**src/rtl/usb_port_arbiter.sv**
```systemverilog
// usb_port_arbiter: shares one usb_hid_host between two USB ports.
// Scans for an attached device, selects it, holds the host in reset while the
// line settles, supervises enumeration and demultiplexes type/report per port.
// Ports:
//   clk12, reset_n            12 MHz clock, synchronous active-low reset
//   line_dp, line_dm [1:0]    raw (asynchronous) line levels per port
//   hid_typ, hid_report,      host type, report strobe and connection error
//   hid_conerr
//   host_rst_n                host reset (usbrst_n)
//   port_sel                  port routed to the host (steers top-level mux)
//   port_active               high while a device is enumerated and active
//   typ0, typ1                latched device type per port
//   report0, report1          per-port report strobes
module usb_port_arbiter #(
    parameter int unsigned SETTLE_CYCLES  = 1200000,
    parameter int unsigned ENUM_TIMEOUT   = 6000000,
    parameter int unsigned DISC_CYCLES    = 30,
    parameter int unsigned BACKOFF_CYCLES = 16
) (
    input  logic       clk12,
    input  logic       reset_n,
    input  logic [1:0] line_dp,
    input  logic [1:0] line_dm,
    input  logic [1:0] hid_typ,
    input  logic       hid_report,
    input  logic       hid_conerr,
    output logic       host_rst_n,
    output logic       port_sel,
    output logic       port_active,
    output logic [1:0] typ0,
    output logic [1:0] typ1,
    output logic       report0,
    output logic       report1
);

    localparam int unsigned TIMER_W = 23;
    localparam int unsigned SE0_W   = $clog2(DISC_CYCLES + 1);

    typedef enum logic [2:0] {
        ST_SCAN,
        ST_SETTLE,
        ST_ENUM,
        ST_ACTIVE,
        ST_BACKOFF
    } state_t;

    logic [1:0]         dp_s1, dp_s2, dm_s1, dm_s2;
    logic [1:0]         present;
    logic [SE0_W-1:0]   se0_cnt [2];
    logic               sel_disc;

    state_t             state, state_d;
    logic               rr, rr_d;
    logic [TIMER_W-1:0] timer, timer_d;
    logic               port_sel_d, host_rst_n_d, port_active_d;
    logic [1:0]         typ0_d, typ1_d;
    logic               report0_d, report1_d;
    logic               typ_we;
    logic [1:0]         typ_val;

    assign present  = dp_s2 | dm_s2;
    assign sel_disc = (se0_cnt[port_sel] == SE0_W'(DISC_CYCLES));

    // Line synchronizers and per-port saturating SE0 counters
    always_ff @(posedge clk12) begin
        if (!reset_n) begin
            dp_s1 <= '0;
            dp_s2 <= '0;
            dm_s1 <= '0;
            dm_s2 <= '0;
            for (int i = 0; i < 2; i++) begin
                se0_cnt[i] <= '0;
            end
        end else begin
            dp_s1 <= line_dp;
            dp_s2 <= dp_s1;
            dm_s1 <= line_dm;
            dm_s2 <= dm_s1;
            for (int i = 0; i < 2; i++) begin
                if (present[i]) begin
                    se0_cnt[i] <= '0;
                end else if (se0_cnt[i] != SE0_W'(DISC_CYCLES)) begin
                    se0_cnt[i] <= se0_cnt[i] + SE0_W'(1);
                end
            end
        end
    end

    // State and output registers
    always_ff @(posedge clk12) begin
        if (!reset_n) begin
            state       <= ST_SCAN;
            rr          <= 1'b0;
            timer       <= '0;
            port_sel    <= 1'b0;
            host_rst_n  <= 1'b0;
            port_active <= 1'b0;
            typ0        <= 2'd0;
            typ1        <= 2'd0;
            report0     <= 1'b0;
            report1     <= 1'b0;
        end else begin
            state       <= state_d;
            rr          <= rr_d;
            timer       <= timer_d;
            port_sel    <= port_sel_d;
            host_rst_n  <= host_rst_n_d;
            port_active <= port_active_d;
            typ0        <= typ0_d;
            typ1        <= typ1_d;
            report0     <= report0_d;
            report1     <= report1_d;
        end
    end

    // Next-state and next-output logic
    always_comb begin
        state_d    = state;
        rr_d       = rr;
        timer_d    = timer;
        port_sel_d = port_sel;
        typ0_d     = typ0;
        typ1_d     = typ1;
        report0_d  = 1'b0;
        report1_d  = 1'b0;
        typ_we     = 1'b0;
        typ_val    = 2'd0;

        case (state)
            ST_SCAN: begin
                if (present[rr]) begin
                    port_sel_d = rr;
                    timer_d    = '0;
                    state_d    = ST_SETTLE;
                end else begin
                    rr_d = ~rr;
                end
            end
            ST_SETTLE: begin
                timer_d = timer + TIMER_W'(1);
                if (sel_disc) begin
                    state_d = ST_BACKOFF;
                    timer_d = '0;
                    typ_we  = 1'b1;
                end else if (timer == TIMER_W'(SETTLE_CYCLES - 1)) begin
                    state_d = ST_ENUM;
                    timer_d = '0;
                end
            end
            ST_ENUM: begin
                timer_d = timer + TIMER_W'(1);
                // A reported type wins over a same-cycle timeout or error
                if (hid_typ != 2'd0) begin
                    typ_we  = 1'b1;
                    typ_val = hid_typ;
                    state_d = ST_ACTIVE;
                    timer_d = '0;
                end else if (hid_conerr || timer == TIMER_W'(ENUM_TIMEOUT - 1)) begin
                    state_d = ST_BACKOFF;
                    timer_d = '0;
                    typ_we  = 1'b1;
                end
            end
            ST_ACTIVE: begin
                // Leaving ACTIVE drops any report arriving in the same cycle
                if (hid_conerr || hid_typ == 2'd0) begin
                    state_d = ST_BACKOFF;
                    timer_d = '0;
                    typ_we  = 1'b1;
                end else begin
                    typ_we    = 1'b1;
                    typ_val   = hid_typ;
                    report0_d = hid_report & ~port_sel;
                    report1_d = hid_report & port_sel;
                end
            end
            ST_BACKOFF: begin
                timer_d = timer + TIMER_W'(1);
                // Try the other port first on the next scan
                if (timer == TIMER_W'(BACKOFF_CYCLES - 1)) begin
                    state_d = ST_SCAN;
                    timer_d = '0;
                    rr_d    = ~port_sel;
                end
            end
            default: begin
                state_d = ST_SCAN;
                timer_d = '0;
            end
        endcase

        if (typ_we) begin
            if (port_sel) begin
                typ1_d = typ_val;
            end else begin
                typ0_d = typ_val;
            end
        end
    end

    // Registered host controls follow the state being entered
    assign host_rst_n_d  = (state_d == ST_ENUM) || (state_d == ST_ACTIVE);
    assign port_active_d = (state_d == ST_ACTIVE);

endmodule

```
**config.mk**
```make
export PLATFORM = sky130hd
export DESIGN_NAME = usb_port_arbiter
export DESIGN_NICKNAME = d
export VERILOG_FILES = /design/src/rtl/usb_port_arbiter.sv
export SDC_FILE = /design/constraint.sdc
export NUM_CORES = 1
export LEC_CHECK = 0
export ABC_CLOCK_PERIOD_IN_PS = 2500
export CAP_MARGIN = 20
export CORE_AREA = 2 2 76 133
export CTS_CLUSTER_DIAMETER = 200
export DETAILED_ROUTE_END_ITERATION = 12
export DIE_AREA = 0 0 78 135
export HOLD_SLACK_MARGIN = 0.03
export MAX_ROUTING_LAYER = met4
export PLACE_DENSITY = 0.47
export SLEW_MARGIN = 20
export SYNTH_ARGS = -nofsm -noshare
export SYNTH_HDL_FRONTEND = slang
export SYNTH_SLANG_ARGS = --single-unit
```
**constraint.sdc**
```tcl
create_clock -name clk12 -period 2.5 [get_ports clk12]
set_input_delay 0.5 -clock clk12 [delete_from_list [all_inputs] [get_ports clk12]]
set_output_delay 0.5 -clock clk12 [all_outputs]
set_load 0.05 [all_outputs]
```
==> results.py <==
metrics = {
    "run_status": {
        "status": "completed",
    },
    "route": {
        "via_per_inst": 5.030,
        "wl_met1_mm": 2.594,
        "detail-route-antenna-nets": 0,
        "drt-total-wl_mm": 6.736,
        "highest_layer": "met4",
        "dr_wl_met2_mm": 3.811,
        "vias": 2374,
        "drcViolationCount": 0,
        "firstDrtPassIters": 5,
        "drt_first_iter_violations": 84,
        "wl_met3_um": 118,
        "wl_per_cell_um": 14.27,
    },
    "sta": {
        "fmax_mhz": 418.5,
        "fin_crit_ns": 2.389,
        "period_share": 0.9558,
        "tns_ns": 0,
        "setup_slack_ns": 0.1106,
        "finClkSkew_ns": 0.006649,
        "slew_headroom": 0.6262,
        "slew_violations": 0,
        "whs_ns": 0.4374,
        "worst_pin_slew_ns": 0.5589,
        "setup_viol": 0,
        "finalHoldViolCount": 0,
    },
    "logic_synthesis": {
        "synthTopCellsByArea": "dfxtp_1 (32%), edfxtp_1 (11%), nor2_1 (5.3%)",
        "synthCells": 321,
        "netlist_area_um2": 2775,
        "async_reset_ff_frac": 0,
        "yosysMostFrequentCell": "dfxtp_1",
        "synth_ff_type": "dfxtp_1",
        "ys_types": 51,
        "ys_seq_area_frac": 0.4328,
        "yosys-top-cells-count": "dfxtp_1 (45), nor2_1 (39), nand2_1 (35)",
        "synth_seq_cells": 55,
        "synth_nets": 336,
        "synth_top_area_frac": 0.3246,
        "avgSynthCellArea_um2": 8.645,
        "synth_edf_count": 10,
        "yosysWarnings": 0,
        "synth_top_area_cell": "dfxtp_1",
    },
    "power": {
        "power.leakage_nw": 1.174,
        "p_per_area_nw_per_um2": 576.5,
        "power_mw": 1.929,
        "ir_worst_vdd_v": 0.0002477,
    },
    "grt": {
        "grt_pass1_wl_mm": 11.38,
        "grt_pass1_vias": 2410,
        "grtUsageTotal": 0.1407,
        "antenna_found_initial": 0,
        "grt_max_degree": 27,
        "grt-ovfl-total": 0,
    },
    "hold_path": {
        "worstHoldPathType": "reg2reg",
    },
    "setup_path": {
        "arrival_ns": 2.57,
        "startpoint_type": "flip-flop",
        "cp.required_ns": 2.68,
        "end_kind": "flip-flop",
        "worst-setup-path-type": "reg2reg",
        "crit_fanout": 8,
    },
    "placement": {
        "portBuffers": 18,
        "dp_hpwl_mm": 5.131,
        "post-place-ws_ns": 0.06605,
        "dpl.cell_count": 463,
        "globalplace.congestion": 0.7194,
    },
    "job": {
        "drv_cap": 0,
    },
    "clocking": {
        "ctsRootBufferMaster": "clkbuf_16",
        "tritoncts": "yes",
        "cts.sinks": 55,
        "h-tree-depth": 2,
        "cts_buffer_depth": 2,
        "cts.clk_slew.worst_paths_ns": 0.07,
        "cts_buffers": 5,
        "clock_latency_ns": 0.29,
        "ctsHoldBuffers": 0,
    },
    "finish": {
        "drive_gt1_frac": 0.1057,
        "stdcell_count": 472,
        "syn2layout_area_growth_pct": 20.56,
        "seq_area_um2": 1201,
        "nets": 364,
        "n_fill_cell": 994,
        "multi_input_area_um2": 1466,
        "num_antenna_cells": 0,
    },
    "die": {
        "rows": 47,
        "io_pins": 19,
        "dieArea_um2": 10530,
        "start_util": 0.2949,
        "die_h_um": 135,
        "die_w_um": 78,
        "core_area_um2": 9409,
    },
}
[cell families (layout without fill, tap and decap cells)]
logic type	count (synthesis)	in the layout	synth area share
and+or+nand+nor	171	171	0.3251
DFF	55	55	0.4328
AOI/OAI and AO/OA	45	45	0.1141
buffers and inverters	26	55	0.04328
xor gates and xnor gates	14	14	0.04418
adders and majority gates	5	5	0.02254
muxes	5	5	0.01803
[metrics by stage]
stage	utilization	area (um^2)
5_1_grt	0.3556	3346
4_1_cts	0.3539	3329
2_1_floorplan	-	2775
3_3_place_gp	0.3382	3182
3_5_place_dp	0.3382	3182
6_report	0.3556	3346
[final cells by class]
type | instances | share of cell area
clock buffer | 5 | 0.03740
inverter | 12 | 0.01346
multi-input combinational | 240 | 0.4383
tap | 122 | 0.04562
timing repair buffer | 35 | 0.09948
sequential | 55 | 0.3590
clock inverter | 3 | 0.006731
[cell usage in the layout, fill, tap and decap left out, drive strengths merged, types with 3 or more instances in the layout]
| cell | instances |
|---|---|
| mux2i | 5 |
| clkbuf | 5 |
| buf | 17 |
| nor2 | 39 |
| o21ai | 8 |
| ha | 5 |
| dfxtp | 45 |
| or3 | 3 |
| nor3 | 8 |
| nor4 | 8 |
| nand3b | 7 |
| edfxtp | 10 |
| inv | 13 |
| and2 | 9 |
| a21oi | 11 |
| xor2 | 5 |
| a31oi | 12 |
| nand2b | 3 |
| xnor2 | 9 |
| and3 | 6 |
| nand4 | 10 |
| nand2 | 35 |
| nand3 | 28 |
| clkdlybuf4s50 | 18 |
[critical path, cell delays in order, from the launching register on]
cell,delay [ns]
dfxtp_1,0.33
or4_4,0.56
or2_1,0.26
o311a_1,0.36
a211o_4,0.33
buf_12,0.15
o21ai_4,0.20
nor2_1,0.08
[where the power goes]
part / switching, mW / leakage (nW) / total [mW] / internal (mW)
sequential: 0.0300 / 0.486 / 0.955 / 0.925
combinational: 0.154 / 0.614 / 0.266 / 0.112
clock: 0.332 / 0.0742 / 0.708 / 0.376
[path summary, 6_finish.rpt]
path	from	end	slack, ns	depth (start not counted)
min reg2reg	dm_s1[0]	dm_s2[0]	0.44	1
max reg2reg	timer[21]	timer[22]	0.11	7
min	dm_s1[0]	dm_s2[0]	0.44	1
max	timer[21]	timer[22]	0.11	7
[per-layer routing]
layer,vias up,global-route usage
met4,0,0.06823
met3,21,0.01872
met1,1115,0.1419
met2,33,0.2625
met5,-,-
li1,1205,-
[registers in the layout (all words and copies together) (netlist names), named ones only]
signal,flops
rr,1
host_rst_n,1
port_active,1
typ1,2
se0_cnt,10
dm_s2,2
report1,1
dp_s2,2
port_sel,1
state,3
typ0,2
dm_s1,2
report0,1
dp_s1,2
timer,23
[timing repair]
item | in CTS | in global routing
resized for setup | 0 | 2
endpoints found under the setup margin | 0 | 11
buffers inserted | 0 | 1
Power figures use the tool's default switching activity.
